`src/rtl/period_meter.sv`:
```
// Measures the period of a slow asynchronous square wave in clk cycles,
// reports each period with a strobe, and tracks lock and timeout status.
module period_meter #(
  parameter int CNT_W    = 16,
  parameter int TIMEOUT  = 1023,
  parameter int LOCK_CNT = 4,
  parameter int TOL      = 1
) (
  input  logic             clk,
  input  logic             rst,
  input  logic             en,
  input  logic             sig_in,
  output logic [CNT_W-1:0] period,
  output logic             period_valid,
  output logic             locked,
  output logic             timeout
);

  typedef enum logic [1:0] {
    IDLE = 2'd0,
    ARM  = 2'd1,
    MEAS = 2'd2
  } state_t;

  localparam logic [CNT_W-1:0] CNT_MAX   = {CNT_W{1'b1}};
  localparam logic [CNT_W-1:0] TIMEOUT_V = CNT_W'(TIMEOUT);
  localparam logic [CNT_W-1:0] TOL_V     = CNT_W'(TOL);
  localparam logic [3:0]       LOCK_V    = 4'(LOCK_CNT);

  function automatic logic [CNT_W-1:0] abs_diff(input logic [CNT_W-1:0] a,
                                                input logic [CNT_W-1:0] b);
    if (a >= b) begin
      abs_diff = a - b;
    end else begin
      abs_diff = b - a;
    end
  endfunction

  state_t           state_r, state_s;
  logic             s1_r, s2_r, s3_r;
  logic [CNT_W-1:0] cnt_r, cnt_s;
  logic [3:0]       match_cnt_r, match_cnt_s;
  logic [CNT_W-1:0] prev_period_r, prev_period_s;
  logic             first_r, first_s;
  logic [CNT_W-1:0] period_r, period_s;
  logic             period_valid_r, period_valid_s;
  logic             locked_r, locked_s;
  logic             timeout_r, timeout_s;

  logic             rise_s;
  logic             timeout_hit_s;
  logic             in_tol_s;
  logic [CNT_W-1:0] cnt_inc_s;
  logic [3:0]       match_inc_s;
  logic [3:0]       match_new_s;

  assign rise_s        = s2_r & ~s3_r;
  assign timeout_hit_s = (cnt_r >= TIMEOUT_V);
  assign cnt_inc_s     = (cnt_r == CNT_MAX) ? cnt_r : cnt_r + CNT_W'(1);
  assign in_tol_s      = (abs_diff(cnt_r, prev_period_r) <= TOL_V);
  assign match_inc_s   = (match_cnt_r >= LOCK_V) ? LOCK_V : match_cnt_r + 4'd1;
  // The first period after arming has no predecessor to compare against.
  assign match_new_s   = first_r ? 4'd0 : (in_tol_s ? match_inc_s : 4'd0);

  // Synchronizer and edge-detect flops; free-running regardless of en.
  always_ff @(posedge clk) begin
    if (!rst) begin
      s1_r <= 1'b0;
      s2_r <= 1'b0;
      s3_r <= 1'b0;
    end else begin
      s1_r <= sig_in;
      s2_r <= s1_r;
      s3_r <= s2_r;
    end
  end

  // FSM state register.
  always_ff @(posedge clk) begin
    if (!rst) begin
      state_r <= IDLE;
    end else begin
      state_r <= state_s;
    end
  end

  // Next-state and datapath decisions; en=0 overrides rise and timeout.
  always_comb begin
    state_s        = state_r;
    cnt_s          = cnt_r;
    match_cnt_s    = match_cnt_r;
    prev_period_s  = prev_period_r;
    first_s        = first_r;
    period_s       = period_r;
    period_valid_s = 1'b0;
    locked_s       = locked_r;
    timeout_s      = timeout_r;
    if (!en) begin
      state_s     = IDLE;
      cnt_s       = '0;
      match_cnt_s = 4'd0;
      first_s     = 1'b1;
      locked_s    = 1'b0;
      timeout_s   = 1'b0;
    end else begin
      case (state_r)
        IDLE: begin
          state_s     = ARM;
          cnt_s       = '0;
          match_cnt_s = 4'd0;
          first_s     = 1'b1;
          locked_s    = 1'b0;
          timeout_s   = 1'b0;
        end
        ARM: begin
          if (rise_s) begin
            state_s = MEAS;
            cnt_s   = CNT_W'(1);
            first_s = 1'b1;
          end else if (timeout_hit_s) begin
            cnt_s       = '0;
            match_cnt_s = 4'd0;
            locked_s    = 1'b0;
            timeout_s   = 1'b1;
          end else begin
            cnt_s = cnt_inc_s;
          end
        end
        MEAS: begin
          if (rise_s) begin
            period_s       = cnt_r;
            prev_period_s  = cnt_r;
            period_valid_s = 1'b1;
            cnt_s          = CNT_W'(1);
            first_s        = 1'b0;
            match_cnt_s    = match_new_s;
            locked_s       = (match_new_s == LOCK_V);
            timeout_s      = 1'b0;
          end else if (timeout_hit_s) begin
            state_s     = ARM;
            cnt_s       = '0;
            match_cnt_s = 4'd0;
            locked_s    = 1'b0;
            timeout_s   = 1'b1;
          end else begin
            cnt_s = cnt_inc_s;
          end
        end
        default: begin
          state_s     = IDLE;
          cnt_s       = '0;
          match_cnt_s = 4'd0;
          first_s     = 1'b1;
          locked_s    = 1'b0;
          timeout_s   = 1'b0;
        end
      endcase
    end
  end

  // Datapath and output registers.
  always_ff @(posedge clk) begin
    if (!rst) begin
      cnt_r          <= '0;
      match_cnt_r    <= 4'd0;
      prev_period_r  <= '0;
      first_r        <= 1'b1;
      period_r       <= '0;
      period_valid_r <= 1'b0;
      locked_r       <= 1'b0;
      timeout_r      <= 1'b0;
    end else begin
      cnt_r          <= cnt_s;
      match_cnt_r    <= match_cnt_s;
      prev_period_r  <= prev_period_s;
      first_r        <= first_s;
      period_r       <= period_s;
      period_valid_r <= period_valid_s;
      locked_r       <= locked_s;
      timeout_r      <= timeout_s;
    end
  end

  assign period       = period_r;
  assign period_valid = period_valid_r;
  assign locked       = locked_r;
  assign timeout      = timeout_r;

endmodule

```
`config.mk`:
```
export PLATFORM = sky130hd
export DESIGN_NAME = period_meter
export DESIGN_NICKNAME = d
export VERILOG_FILES = /design/src/rtl/period_meter.sv
export SDC_FILE = /design/constraint.sdc
export NUM_CORES = 1
export LEC_CHECK = 0
export BUFFER_PORTS_ARGS = -buffer_cell sky130_fd_sc_hd__buf_2
export CAP_MARGIN = 20
export CORE_ASPECT_RATIO = 0.7
export CORE_MARGIN = 2
export CORE_UTILIZATION = 60
export CTS_CLUSTER_SIZE = 8
export DETAILED_ROUTE_END_ITERATION = 8
export PLACE_DENSITY = 0.83
export SLEW_MARGIN = 20
export SYNTH_ARGS = -nofsm -noshare
export SYNTH_HDL_FRONTEND = slang
export SYNTH_SLANG_ARGS = --single-unit
export TNS_END_PERCENT = 10
```
`constraint.sdc`:
```
create_clock -name clk -period 4.6 [get_ports clk]
set_input_delay 0.92 -clock clk [delete_from_list [all_inputs] [get_ports clk]]
set_output_delay 0.92 -clock clk [all_outputs]
set_load 0.02 [all_outputs]
```
==> impl_metrics.py <==
metrics = {
    "floorplan": {
        "initial_utilization": 0.6272,
        "rows": 23,
        "io_pins": 23,
        "chipWidth_microns": 96.71,
        "core_sq_um": 5756,
        "die-height_microns": 68.90,
        "die_area_sq_um": 6662,
    },
    "cts": {
        "htreeDepth": 2,
        "insertion_delay_ps": 320,
        "cts_buffer_depth": 2,
        "ctsHoldBuffers": 0,
        "numCtsBuffers": 5,
        "cts_resized": 0,
        "post-cts-setup-buffers": 0,
        "clk_pin_slew_ps": 100,
        "clock-root-buffer": "clkbuf_8",
        "cts_tree": "yes",
        "cts.sinks": 45,
    },
    "finish": {
        "fin_nets": 528,
        "instances_no_fill": 561,
        "fill_cells": 489,
        "final_design_area_no_fill_sq_um": 3825,
        "drive_above_1_share": 0.08848,
        "fin_util": 0.6646,
        "diodes": 0,
        "syn_to_final_growth_pct": 5.962,
    },
    "global_routing": {
        "grt_antenna_before_repair": 0,
        "grt.overflow.total": 0,
        "grt_max_degree": 23,
        "grt_use_total": 0.2865,
        "grt_pass1_wl_microns": 15290,
        "grt_pass1_vias": 3089,
    },
    "yosys": {
        "synth.most_common_cell": "nand2_1",
        "ys.flop_type": "dfxtp_1",
        "ys_ff_latch": 45,
        "ys_types": 70,
        "ys_top_cells_by_count": "60 x nand2_1, 50 x inv_1, 45 x dfxtp_1, 41 x a21oi_1, 36 x ha_1",
        "synthTopCellsByArea": "dfxtp_1 25%, ha_1 12%, nand2_1 6.2%, a21oi_1 5.7%, inv_1 5.2%",
        "syn_inst": 471,
        "postSynthAreaPerCell_sq_um": 7.664,
        "ys_seq_area_frac": 0.2496,
        "synth_area_sq_um": 3610,
        "ys_async_sr_fraction": 0,
        "yosysWarnings": 0,
        "synth-edff-count": 0,
        "synth_top_area_share": 0.2496,
        "yosys.area.top_type": "dfxtp_1",
    },
    "sta": {
        "grt_setup_unrepaired": "no",
        "fin_crit_ps": 3405,
        "tightest_slew_ps": 717.4,
        "slew_headroom": 0.5204,
        "hold_viol_final": 0,
        "max_freq_mhz": 293.7,
        "slew_violations": 0,
        "clock_skew_ps": 14.51,
        "tns_ps": 0,
        "hold_slack_ps": 443.6,
        "layout_setup_ws_ps": 1195,
        "finalSetupViolations": 0,
        "timing.final.crit_share": 0.7402,
    },
    "routing": {
        "post_drt_wl_per_cell_microns": 17.14,
        "firstDrtPassIters": 6,
        "routed_wirelength_microns": 9613,
        "top_layer": "met4",
        "drt_iter0_drc": 478,
        "vias": 3525,
        "vias_per_cell": 6.283,
        "drtAntennaViolNets": 0,
        "drc": 0,
        "m1WireLength_microns": 4636,
        "routed-wl-met3_microns": 828,
        "wl_met2_microns": 3894,
    },
    "placed_design": {
        "port_buffers": 22,
        "pre_cts_ws_ps": 1309,
        "placed_area_sq_um": 3740,
        "dp_cells": 554,
        "gp_congestion": 0.9842,
        "hpwl_microns": 7352,
    },
    "worst_setup_path": {
        "worst-path-buf-inv": 1,
        "end_kind": "register",
        "path_max_fanout": 6,
        "cp-start-kind": "register",
        "crit_family": "compound AO/OA/AOI/OAI gates",
        "max_stage_delay_ps": 510,
        "path_class": "register to register",
        "arrival_ps": 3620,
        "cp_cell_sequence": "ha_1 -> inv_1 -> fa_1 -> a21oi_1 -> a2bb2oi_1 -> a211oi_1 -> or3_1 -> a22oi_1 -> and4b_1 -> o2111ai_2 -> o41ai_1",
        "critPathRequiredTime_ps": 4810,
        "crit_slowest_cell": "dfxtp_1",
    },
    "power": {
        "ir_worst_vdd_mv": 0.1294,
        "total_power_mw": 0.7257,
        "powerDensity_nw_per_um2": 189.7,
        "power.leakage_nw": 1.536,
    },
    "run_status": {
        "outcome": "completed",
    },
    "run": {
        "maxCapViolCount": 0,
    },
    "hold_path": {
        "hold_class": "register to register",
    },
}
-- path summary, 6_finish.rpt --
kind | start | end | slack (ps) | depth (start not counted)
worst max-delay path | cnt_r[0]$_SDFFE_PN0P_ | match_cnt_r[1]$_SDFFE_PN0P_ | 1200 | 11
worst min-delay path | s1_r$_SDFF_PN0_ | s2_r$_SDFF_PN0_ | 440 | 1
worst max register to register | cnt_r[0]$_SDFFE_PN0P_ | match_cnt_r[1]$_SDFFE_PN0P_ | 1200 | 11
worst min register to register | s1_r$_SDFF_PN0_ | s2_r$_SDFF_PN0_ | 440 | 1
-- layout make-up --
type                    instances  area (sq um)  area share
repair buffers                 22         110.1     0.02879
flip-flops and latches         45         900.9      0.2355
clock buffers                   5         68.82     0.01799
well taps                      75         93.84     0.02453
clock inverters                 2         16.27    0.004253
inverters                      51         191.4     0.05005
multi-input cells             361          2444      0.6389
-- cell families (layout without fill, tap and decap cells) --
logic type      after synthesis  in the layout  share of synthesized area
simple gates                148            148                     0.2104
other cells                   1              6                   0.001039
flops                        45             45                     0.2496
fa+ha+maj                    38             38                     0.1359
buf+inv                      70             80                    0.07868
compound gates              153            153                     0.2842
mux                           3              3                   0.008666
xor+xnor                     13             13                    0.03154
-- per-layer routing --
layer	GRT usage	up-vias
met3	0.06653	36
met4	0.07394	0
li1	-	1677
met1	0.4179	1633
met5	0	-
met2	0.4271	179
-- worst register-to-register path: stages, from the launching register on --
cell and delay (ps):
dfxtp_1 510, ha_1 260, inv_1 60, fa_1 410, a21oi_1 220, a2bb2oi_1 390, a211oi_1 200, or3_1 330
a22oi_1 170, and4b_1 280, o2111ai_2 200, o41ai_1 260
-- cells in the final DEF (no fill, tap or decap), drive strengths merged, types with 7 or more instances in the layout --
cell type,n
inv,51
ha,36
a21oi,42
o21a,7
nand3,11
nand2,60
and2,7
nor2,21
or3,9
o21ai,30
xnor2,8
a211oi,7
buf,22
a21boi,19
dfxtp,45
-- sequential cells by signal, indices dropped and copies added (netlist names) --
| name | flops |
|---|---|
| s2_r | 1 |
| cnt_r | 16 |
| state_r | 2 |
| match_cnt_r | 4 |
| first_r | 1 |
| s1_r | 1 |
| period_valid | 1 |
| timeout | 1 |
| locked | 1 |
| period | 16 |
| s3_r | 1 |
-- power by group --
| group | switching (mW) | total [mW] | leakage [nW] | internal, mW |
|---|---|---|---|---|
| registers | 0.00450 | 0.398 | 0.365 | 0.394 |
| logic | 0.0448 | 0.0703 | 1.13 | 0.0255 |
| clock network | 0.152 | 0.257 | 0.0402 | 0.105 |
| total | 0.201 | 0.726 | 1.54 | 0.525 |
Note: power is estimated with default switching activity, not from simulation.
